===== src/rtl/pc_stack_pkg.sv =====
// Shared definitions for the program counter / return-address stack.
// The hard-wired controller imports the same command codes.
package pc_stack_pkg;

    // Command codes after priority resolution, one per cycle.
    localparam int CMD_W = 3;
    localparam logic [CMD_W-1:0] CMD_IDLE = 3'd0;
    localparam logic [CMD_W-1:0] CMD_INC  = 3'd1;
    localparam logic [CMD_W-1:0] CMD_LOAD = 3'd2;
    localparam logic [CMD_W-1:0] CMD_CALL = 3'd3;
    localparam logic [CMD_W-1:0] CMD_RET  = 3'd4;
    localparam logic [CMD_W-1:0] CMD_ILL  = 3'd5;

    // Width of a stack pointer that counts 0..depth inclusive.
    function automatic int sp_width(input int depth);
        return $clog2(depth + 1);
    endfunction

    // Width of an index into a depth-entry array (at least one bit).
    function automatic int idx_width(input int depth);
        return (depth > 1) ? $clog2(depth) : 1;
    endfunction

    // Resolve the raw strobes into a single command: (call&ret), ret, call, lp, cp.
    function automatic logic [CMD_W-1:0] decode_cmd(input logic lp, input logic cp,
                                                    input logic call, input logic ret);
        if (call && ret) return CMD_ILL;
        if (ret)         return CMD_RET;
        if (call)        return CMD_CALL;
        if (lp)          return CMD_LOAD;
        if (cp)          return CMD_INC;
        return CMD_IDLE;
    endfunction

endpackage


===== src/rtl/pc_stack_if.sv =====
// Bus and control bundle between the controller (master) and pc_stack (slave).
interface pc_stack_if
    import pc_stack_pkg::*;
#(
    parameter int AW    = 8,
    parameter int DEPTH = 4
);
    localparam int SPW = sp_width(DEPTH);

    logic [AW-1:0]  bus_in;
    logic [AW-1:0]  bus_out;
    logic           bus_oe;
    logic           lp;
    logic           cp;
    logic           ep;
    logic           call;
    logic           ret;
    logic           err_clr;
    logic [AW-1:0]  pc;
    logic [SPW-1:0] sp;
    logic           full;
    logic           empty;
    logic           ovf;
    logic           unf;

    modport master (
        output bus_in, lp, cp, ep, call, ret, err_clr,
        input  bus_out, bus_oe, pc, sp, full, empty, ovf, unf
    );

    modport slave (
        input  bus_in, lp, cp, ep, call, ret, err_clr,
        output bus_out, bus_oe, pc, sp, full, empty, ovf, unf
    );

endinterface


===== src/rtl/pc_stack_ras_lifo.sv =====
// Return-address stack: register-array LIFO with occupancy count.
// The caller never pushes when full nor pops when empty.
module ras_lifo
    import pc_stack_pkg::*;
#(
    parameter  int AW    = 8,
    parameter  int DEPTH = 4,
    localparam int SPW   = sp_width(DEPTH),
    localparam int IW    = idx_width(DEPTH)
) (
    input  logic           clk,
    input  logic           clr_n,
    input  logic           push,
    input  logic           pop,
    input  logic [AW-1:0]  din,
    output logic [AW-1:0]  dout,
    output logic [SPW-1:0] sp,
    output logic           full,
    output logic           empty
);

    logic [AW-1:0]  mem [DEPTH];
    logic [SPW-1:0] sp_q;
    logic [SPW-1:0] sp_m1;

    assign sp_m1 = sp_q - 1'b1;
    assign dout  = mem[sp_m1[IW-1:0]];
    assign sp    = sp_q;
    assign full  = (sp_q == SPW'(DEPTH));
    assign empty = (sp_q == '0);

    // Write the pushed return address into the next free slot.
    // NOTE: the data array has no reset; entries above sp are never read,
    // so clearing them would only cost a reset net per bit.
    always_ff @(posedge clk) begin
        if (push) begin
            // NOTE: sequential state uses non-blocking assignment so every
            // register samples pre-edge values regardless of block order.
            mem[sp_q[IW-1:0]] <= din;
        end
    end

    // Track occupancy; push has priority although the caller never issues both.
    always_ff @(posedge clk or negedge clr_n) begin
        if (!clr_n) begin
            sp_q <= '0;
        end else if (push) begin
            sp_q <= sp_q + 1'b1;
        end else if (pop) begin
            sp_q <= sp_m1;
        end
    end

endmodule


===== src/rtl/pc_stack.sv =====
// Program counter with nested-call return-address stack and sticky
// overflow/underflow flags. Drives the low AW bits of the system bus.
module pc_stack
    import pc_stack_pkg::*;
#(
    parameter int            AW      = 8,
    parameter int            DEPTH   = 4,
    parameter logic [AW-1:0] RST_VEC = '0
) (
    input  logic       clk,
    input  logic       clr_n,
    pc_stack_if.slave  bus
);

    logic [CMD_W-1:0] cmd;
    logic [AW-1:0]    pc_q;
    logic [AW-1:0]    pc_nxt;
    logic [AW-1:0]    ras_top;
    logic             ras_full;
    logic             ras_empty;
    logic             push;
    logic             pop;
    logic             set_ovf;
    logic             set_unf;
    logic             ovf_q;
    logic             unf_q;

    assign cmd  = decode_cmd(bus.lp, bus.cp, bus.call, bus.ret);
    assign push = (cmd == CMD_CALL) && !ras_full;
    assign pop  = (cmd == CMD_RET)  && !ras_empty;

    ras_lifo #(
        .AW    (AW),
        .DEPTH (DEPTH)
    ) u_ras (
        .clk   (clk),
        .clr_n (clr_n),
        .push  (push),
        .pop   (pop),
        .din   (pc_q),
        .dout  (ras_top),
        .sp    (bus.sp),
        .full  (ras_full),
        .empty (ras_empty)
    );

    // Next PC and error events; rejected calls/returns leave the PC alone.
    always_comb begin
        // NOTE: every output gets a default first so no path infers a latch.
        pc_nxt  = pc_q;
        set_ovf = 1'b0;
        set_unf = 1'b0;
        case (cmd)
            CMD_ILL: begin
                set_ovf = 1'b1;
                set_unf = 1'b1;
            end
            CMD_RET: begin
                if (ras_empty) set_unf = 1'b1;
                else           pc_nxt  = ras_top;
            end
            CMD_CALL: begin
                if (ras_full) set_ovf = 1'b1;
                else          pc_nxt  = bus.bus_in;
            end
            CMD_LOAD: pc_nxt = bus.bus_in;
            CMD_INC:  pc_nxt = pc_q + 1'b1;
            default:  pc_nxt = pc_q;
        endcase
    end

    // PC register.
    always_ff @(posedge clk or negedge clr_n) begin
        if (!clr_n) pc_q <= RST_VEC;
        else        pc_q <= pc_nxt;
    end

    // Sticky error flags; a same-cycle set beats err_clr.
    always_ff @(posedge clk or negedge clr_n) begin
        if (!clr_n) begin
            ovf_q <= 1'b0;
            unf_q <= 1'b0;
        end else begin
            ovf_q <= set_ovf | (ovf_q & ~bus.err_clr);
            unf_q <= set_unf | (unf_q & ~bus.err_clr);
        end
    end

    assign bus.pc      = pc_q;
    assign bus.bus_out = pc_q;
    assign bus.bus_oe  = bus.ep & ~bus.lp & ~bus.call;
    assign bus.full    = ras_full;
    assign bus.empty   = ras_empty;
    assign bus.ovf     = ovf_q;
    assign bus.unf     = unf_q;

endmodule


===== src/flat_wrapper.sv =====
// flat-port wrapper written by rule: the top's interface ports become plain ports
module pc_stack_flat import pc_stack_pkg::*;
#(
    parameter int            AW      = 8,
    parameter int            DEPTH   = 4,
    parameter logic [AW-1:0] RST_VEC = '0
)
  (clk, clr_n, bus_bus_in, bus_lp, bus_cp, bus_ep, bus_call, bus_ret, bus_err_clr, bus_bus_out, bus_bus_oe, bus_pc, bus_sp, bus_full, bus_empty, bus_ovf, bus_unf);
  pc_stack_if #(.AW(AW), .DEPTH(DEPTH)) bus_i ();
  input  logic clk;
  input  logic clr_n;
  input wire logic [$bits(bus_i.bus_in)-1:0] bus_bus_in;
  input wire logic [$bits(bus_i.lp)-1:0] bus_lp;
  input wire logic [$bits(bus_i.cp)-1:0] bus_cp;
  input wire logic [$bits(bus_i.ep)-1:0] bus_ep;
  input wire logic [$bits(bus_i.call)-1:0] bus_call;
  input wire logic [$bits(bus_i.ret)-1:0] bus_ret;
  input wire logic [$bits(bus_i.err_clr)-1:0] bus_err_clr;
  output wire logic [$bits(bus_i.bus_out)-1:0] bus_bus_out;
  output wire logic [$bits(bus_i.bus_oe)-1:0] bus_bus_oe;
  output wire logic [$bits(bus_i.pc)-1:0] bus_pc;
  output wire logic [$bits(bus_i.sp)-1:0] bus_sp;
  output wire logic [$bits(bus_i.full)-1:0] bus_full;
  output wire logic [$bits(bus_i.empty)-1:0] bus_empty;
  output wire logic [$bits(bus_i.ovf)-1:0] bus_ovf;
  output wire logic [$bits(bus_i.unf)-1:0] bus_unf;
  assign bus_i.bus_in = bus_bus_in;
  assign bus_i.lp = bus_lp;
  assign bus_i.cp = bus_cp;
  assign bus_i.ep = bus_ep;
  assign bus_i.call = bus_call;
  assign bus_i.ret = bus_ret;
  assign bus_i.err_clr = bus_err_clr;
  assign bus_bus_out = bus_i.bus_out;
  assign bus_bus_oe = bus_i.bus_oe;
  assign bus_pc = bus_i.pc;
  assign bus_sp = bus_i.sp;
  assign bus_full = bus_i.full;
  assign bus_empty = bus_i.empty;
  assign bus_ovf = bus_i.ovf;
  assign bus_unf = bus_i.unf;
  pc_stack #(.AW(AW), .DEPTH(DEPTH), .RST_VEC(RST_VEC)) u_core (.clk(clk), .clr_n(clr_n), .bus(bus_i));
endmodule

===== config.mk =====
export PLATFORM = sky130hd
export DESIGN_NAME = pc_stack_flat
export DESIGN_NICKNAME = d
export VERILOG_FILES = /design/src/rtl/pc_stack_pkg.sv /design/src/rtl/pc_stack_if.sv /design/src/rtl/pc_stack_ras_lifo.sv /design/src/rtl/pc_stack.sv /design/src/flat_wrapper.sv
export SDC_FILE = /design/constraint.sdc
export NUM_CORES = 1
export LEC_CHECK = 0
export BUFFER_PORTS_ARGS = -buffer_cell sky130_fd_sc_hd__buf_2
export CAP_MARGIN = 20
export CORE_UTILIZATION = 50
export CTS_CLUSTER_DIAMETER = 60
export DETAILED_ROUTE_END_ITERATION = 16
export PLACE_DENSITY = 0.75
export REMOVE_ABC_BUFFERS = 1
export SLEW_MARGIN = 20
export SYNTH_ARGS = -nofsm -noshare
export SYNTH_HDL_FRONTEND = slang
export SYNTH_HIERARCHICAL = 1
export SYNTH_SLANG_ARGS = --single-unit

===== constraint.sdc =====
create_clock -name clk -period 2.6 [get_ports clk]
set_clock_uncertainty 0.2 [all_clocks]
set_input_delay 0.39 -clock clk [delete_from_list [all_inputs] [get_ports clk]]
set_output_delay 0.39 -clock clk [all_outputs]
set_load 0.02 [all_outputs]

**Yosys cells after proc, flatten, opt, wreduce, memory -nomap -nowiden**

Memories as Yosys holds them, arrays and structs flattened.
Cells that the tools add are included.

- Register bits after elaboration: 13
- Bits in writable memories: 32
- Memories kept: 1

- Add/sub/neg operators: 3
- Equality and inequality tests: 8
- Multiplexer cells: 36
- Bitwise logic cells: 9
- Reductions and logical operators: 9

Memory list:

| memory | words | bits a word | rd ports | clocked after memory_dff | wr ports | line | text |
|---|---|---|---|---|---|---|---|
| u_core.u_ras.mem | 4 | 8 | 1 | 0 | 1 | pc_stack_ras_lifo.sv:22 | `logic [AW-1:0] mem [DEPTH];` |

Operator list:

| operator | number |
|---|---|
| $mux 3 | 12 |
| $pmux 8 s4 | 1 |
| $mux 1 | 19 |
| $mux 8 | 2 |
| $eq 3x3->1 const B | 3 |
| $add 8x1->8 const B | 1 |
| $eq 3x2->1 const B | 2 |
| $and 1x1->1 | 4 |
| $ne 2x2->1 const B | 2 |
| $pmux 1 s2 | 2 |
| $reduce_bool 4->1 | 1 |
| $add 3x1->3 const B | 1 |
| $eq 3x1->1 const B | 1 |
| $logic_and 1x1->1 | 3 |
| $logic_not 3->1 | 1 |
| $not 1->1 | 3 |
| $reduce_and 3->1 | 1 |
| $sub 3x1->3 const B | 1 |
| $logic_not 1->1 | 2 |
| $or 1x1->1 | 2 |
| $reduce_bool 2->1 | 1 |

**Depth between registers and ports, before layout**

- Word-level depth: 21
- Gate-level depth with buffers: 9

**Hierarchy**

Netlist, hierarchy kept.

Modules (own cells, without submodules):

| module | times used | cells each | area each (µm²) | sequential area each (µm²) |
|---|---|---|---|---|
| ras_lifo | 1 | 69 | 1423.9 | 1036.0 |
| pc_stack | 1 | 90 | 843.3 | 250.2 |

**Least setup slack after synthesis**

Ideal clock, no wire load.

- Path kind: register to register
- Start: register u_core.u_ras.sp_q[0], in the netlist u_core/u_ras/sp[0]
- End: memory u_core.u_ras.mem[2][0], enable pin
- Library setup time: 0.332 ns
- Arrival: 2.192 ns
- Setup slack: -0.124 ns
- Stages on the path, launching flop included: 8
- Buffers on the path: 2
- Period minus slack after synthesis: 2.724 ns
- Cells stage by stage: dfrtp_1 buf_6 inv_1 ha_1 and2_1 nor3b_1 clkbuf_2 and2_1

- Cells in the longest elaborated chain, start to end: 5

Ends and longest elaborated chain:

| what | line | text |
|---|---|---|
| start: declaration | pc_stack_ras_lifo.sv:23 | `logic [SPW-1:0] sp_q;` |
| start signal: assignment | pc_stack_ras_lifo.sv:48 | `sp_q <= sp_q + 1'b1;` |
| start signal: assignment | pc_stack_ras_lifo.sv:50 | `sp_q <= sp_m1;` |
| $eq 3x3->1 | pc_stack_ras_lifo.sv:29 | `assign full = (sp_q == SPW'(DEPTH));` |
| named net bus_full | flat_wrapper.sv:23 | `output wire logic [$bits(bus_i.full)-1:0] bus_full;` |
| $logic_not 1->1 | pc_stack.sv:29 | `assign push = (cmd == CMD_CALL) && !ras_full;` |
| $logic_and 1x1->1 | pc_stack.sv:29 |  |
| named net u_core.push | pc_stack.sv:21 | `logic push;` |
| $mux 1 | pc_stack_ras_lifo.sv:36 | `if (push) begin` |
| $mux 1 (implied by the code) | pc_stack_ras_lifo.sv:39 | `mem[sp_q[IW-1:0]] <= din;` |
| end: declaration | pc_stack_ras_lifo.sv:22 |  |

The timed path passes the listed nets, and every way through them passes these cells.

**Worst setup path in the final report**

- Start: register u_core.u_ras.sp_q[1], in the netlist u_core/u_ras/sp[1]
- End: memory u_core.u_ras.mem[2][6], enable pin

- Cells in the longest elaborated chain, start to end: 5

Ends and longest elaborated chain:

| what | line |
|---|---|
| $eq 3x3->1 | pc_stack_ras_lifo.sv:29 |
| $logic_not 1->1 | pc_stack.sv:29 |
| $logic_and 1x1->1 | pc_stack.sv:29 |
| named net u_core.push | pc_stack.sv:21 |
| $mux 1 | pc_stack_ras_lifo.sv:36 |
| $mux 1 (implied by the code) | pc_stack_ras_lifo.sv:39 |

The timed path passes the listed nets, and every way through them passes these cells.

==> results list <==
- Status: complete, no violations
- The first detailed-routing pass ran for 4 iterations.
* Worst hold path type: input pin to flip-flop
* Total global routing track utilization: 20.4%
* Most area-hungry cell type in the Yosys netlist: sky130_fd_sc_hd__edfxtp_1
* Drt wl/cell: 18.4 um
* Min-Delay Startpoint: bus_err_clr
* Synth Warn #: 6
- The cell count after synthesis came out at 159.
- Most used flip-flop cell after synthesis: sky130_fd_sc_hd__edfxtp_1
- At the later pin of the worst-skew pair, clock insertion delay measures 0.30 ns.
* Nature of the critical path startpoint: flip-flop
- Across all hold checks on the routed design, the worst slack comes to 0.0760 ns.
* Simple-gate portion of the synthesized area: 12.1%
* Detailed-routing wirelength on met1: 2050 um
* Nature of the critical path endpoint: flip-flop
- Number of antenna violations at the first check in global routing: 0
- Via-to-Cell Ratio: 5.96
- The floorplan step defined a die boundary enclosing 0.00481 sq mm.
* Boundary Pins: 40
- Final weighted congestion in routability-driven placement: 0.789
- After synthesis, the most frequently instantiated cells are sky130_fd_sc_hd__edfxtp_1 (32), sky130_fd_sc_hd__dfrtp_1 (13), sky130_fd_sc_hd__o21ai_0 (13).
* DR top layer: met4
- Routed wl met2: 2180 um
* Count of inserted antenna diode cells: 0
- The floorplan step set the die height to 69.3 um.
- Most common cell in the synthesized netlist: sky130_fd_sc_hd__edfxtp_1
- DRC errors left: 0
- TritonCTS built the clock tree.
- After floorplanning, the core was divided into 24 placement rows.
- Summing all placed instances gives a cell area of 0.00242 sq mm.
* Worst EP required: 2.35 ns
- Timing would allow up to 0.419 GHz.
- Post-CTS repair changed the size of 0 cells.
* Post-layout instance area: 0.00253 sq mm
- The count of endpoints failing hold in the final timing report is 0.
* Syn-to-layout area delta: 11.6%
- Top area cells in the synthesized netlist: sky130_fd_sc_hd__edfxtp_1 (42%), sky130_fd_sc_hd__dfrtp_1 (14%), sky130_fd_sc_hd__mux4_2 (7.9%), sky130_fd_sc_hd__ha_1 (3.9%), sky130_fd_sc_hd__o21ai_0 (2.9%)
- Synth top area share: 42.4%
* Share of layout cells above drive strength 1: 37.6%
- Port-buffer cells: 39
* Maximum buffer depth of the clock tree: 2
- Number of violations of the max-capacitance limit: 0
* Minimum clock period after layout: 2.38 ns
- The final layout contains routed wiring with a total length of 4530 um.
- Adder-Cell Fraction of Synth Area: 3.86%
* Launch point of the critical path: u_core/u_ras/sp[1]
- Leakage power figure: 0.972 nW
- The detailed router placed 1,465 vias in this run.
- Worst Setup Slack post-DPL: 0.246 ns
- Measured against the total synthesized area, the mux share comes to 8.39%.
* Synth Register Bits: 45
* Least setup slack across all paths after layout: 0.216 ns
* Width of the chip: 69.3 um
- H-Tree Depth: 2
* TritonCTS buffer count: 5
- Slew margin rel.: 69.1%
- Synthesized area divided by synthesized cell count: 14.3 sq um
* Xor-xnor portion of the synthesized cell area: 0.386%
* Power per standard cell area: 1120 mW/mm^2
- For the pin with the worst max-slew slack, the measured transition is 0.463 ns.
- Global route overflow: 0
- Initial cell density of the core: 52.1%
* Fraction of synthesis flops using an asynchronous set or reset pin: 28.9%
- In this run the critical register-to-register path is launched from u_core/u_ras/sp[1].
* Count of final max-slew check failures: 0
- Fraction of the yosys area taken by sequential cells: 56.7%
- Dividing the final minimum period by the clock period gives 91.7%.
- Post-synth EDFFs: 32
- In the final layout, the multi-input gates occupy 830 sq um.
- Clock-pin slew was measured on the worst setup and hold paths at 0.09 ns.
* Total core area: 0.00435 sq mm
- Entering global routing, the biggest net connects 17 pins.
* Count of endpoints failing setup in the final report: 0
- Wire length of the first global-routing pass: 7420 um
* Maximum net fanout on the critical path: 11
- Final instance count without filler cells: 246
- The synthesized netlist devotes 11.9% of its cell area to compound gates.
- Data on the critical path arrives at its endpoint at 2.14 ns.
- The number of different library cells used by synthesis comes to 51.
- Cell count after placement: 237
- After the last flow step, the layout net total stands at 216.
- Crit Path Class: flip-flop to flip-flop
- For the final routed database, the setup TNS stands at 0 ns.
- In this run the remaining antenna-violating nets after routing total 0.
* # clock sinks: 45
- VDD sags by at most 603 uV.
- Setup repair after global routing left no endpoint under its margin.
- Detailed route wirelength on metal3: 265 um
* Via count of the first global-routing pass: 1,523
- Counting the fill cells in the layout gives 326.
- Post-synthesis instance area: 0.00227 sq mm
- Final HPWL from detailed placement: 3100 um
* Initial DRC Count: 158
- Combinational family with the most area after synthesis: simple AND/OR/NAND/NOR gates
* Area taken by flip-flops and latches: 0.00129 sq mm
* Master cell of the clock root buffer: sky130_fd_sc_hd__clkbuf_8
## per-stage QoR
stage / power (mW) / utilization (%)
final: 2.84 / 58.1
after global routing: 3.01 / 58.1
after CTS: 2.86 / 58.1
after detailed placement: 2.39 / 55.6
after global placement: 2.35 / 55.6
after floorplan: 1.95 / -
## cells by family (layout without fill, tap and decap cells)
| family | after synthesis | count (layout) |
|---|---|---|
| mux | 9 | 9 |
| compound gates | 37 | 37 |
| flops | 45 | 45 |
| fa+ha+maj | 7 | 7 |
| xor+xnor | 1 | 1 |
| simple gates | 39 | 39 |
| buf+inv | 21 | 56 |
## state kept, by name, summed over array words and instances, names as in the netlist
register	flops
u_core/bus.bus_out	8
u_core/bus.ovf	1
u_core/bus.unf	1
u_core/u_ras/mem	32
u_core/u_ras/sp	3
## cell usage in the layout, fill, tap and decap left out, drive strengths merged, types with 2 or more instances in the layout
cell type / synthesis / routed
buf: 15 / 43
edfxtp: 32 / 32
o21ai: 16 / 16
dfrtp: 13 / 13
mux4: 8 / 8
ha: 7 / 7
clkbuf: 1 / 6
nor3b: 5 / 5
and2: 5 / 5
inv: 4 / 5
a221oi: 5 / 5
nand3: 4 / 4
nor2: 4 / 4
a21oi: 4 / 4
nand2: 3 / 3
nor3: 3 / 3
and2b: 2 / 2
a211oi: 2 / 2
nor4: 2 / 2
a221o: 2 / 2
## metal layers
metal	global-route usage, %	vias to the layer above
li1	-	675
met1	26.8	730
met2	32.7	56
met3	5.67	4
met4	7.03	0
met5	0	-
## what timing repair did
action | CTS | global route
endpoints found under the hold margin | 13 | 0
buffers inserted | 0 | 0
hold buffers | 1 | 0
## critical path, stage by stage, from the launching register on
cell and delay, ns:
sky130_fd_sc_hd__dfrtp_1 0.44, sky130_fd_sc_hd__inv_1 0.11, sky130_fd_sc_hd__ha_1 0.21, sky130_fd_sc_hd__and2_1 0.18
sky130_fd_sc_hd__nor3b_1 0.27, sky130_fd_sc_hd__buf_4 0.21, sky130_fd_sc_hd__and2_1 0.41
## area by class of cell
class                      count  share of cell area (%)
tap                           52                    2.57
inverter                       4                   0.593
clock inverter                 2                   0.643
clock buffer                   6                    3.26
sequential                    45                    50.8
multi-input combinational     93                    32.8
timing repair buffer          44                    9.30
## report_power, final
| group | switching, mW | leakage, nW | internal, mW |
|---|---|---|---|
| registers | 0.231 | 0.451 | 0.996 |
| clock network | 0.244 | 0.0478 | 0.219 |
| logic | 0.661 | 0.474 | 0.487 |
## worst paths after layout
check	slack, ns	to	cells past startpoint
hold reg to reg	0.33	u_core/bus.unf	2
hold / removal	0.08	u_core/bus.unf	2
min in group asynchronous	0.30	u_core/u_ras/sp[1]	2
max in group asynchronous	1.66	u_core/bus.bus_out[7]	2
setup / recovery	0.22	u_core/u_ras/mem[2][6]	6
setup reg to reg	0.22	u_core/u_ras/mem[2][6]	6
Note: power is estimated with default switching activity, not from simulation.
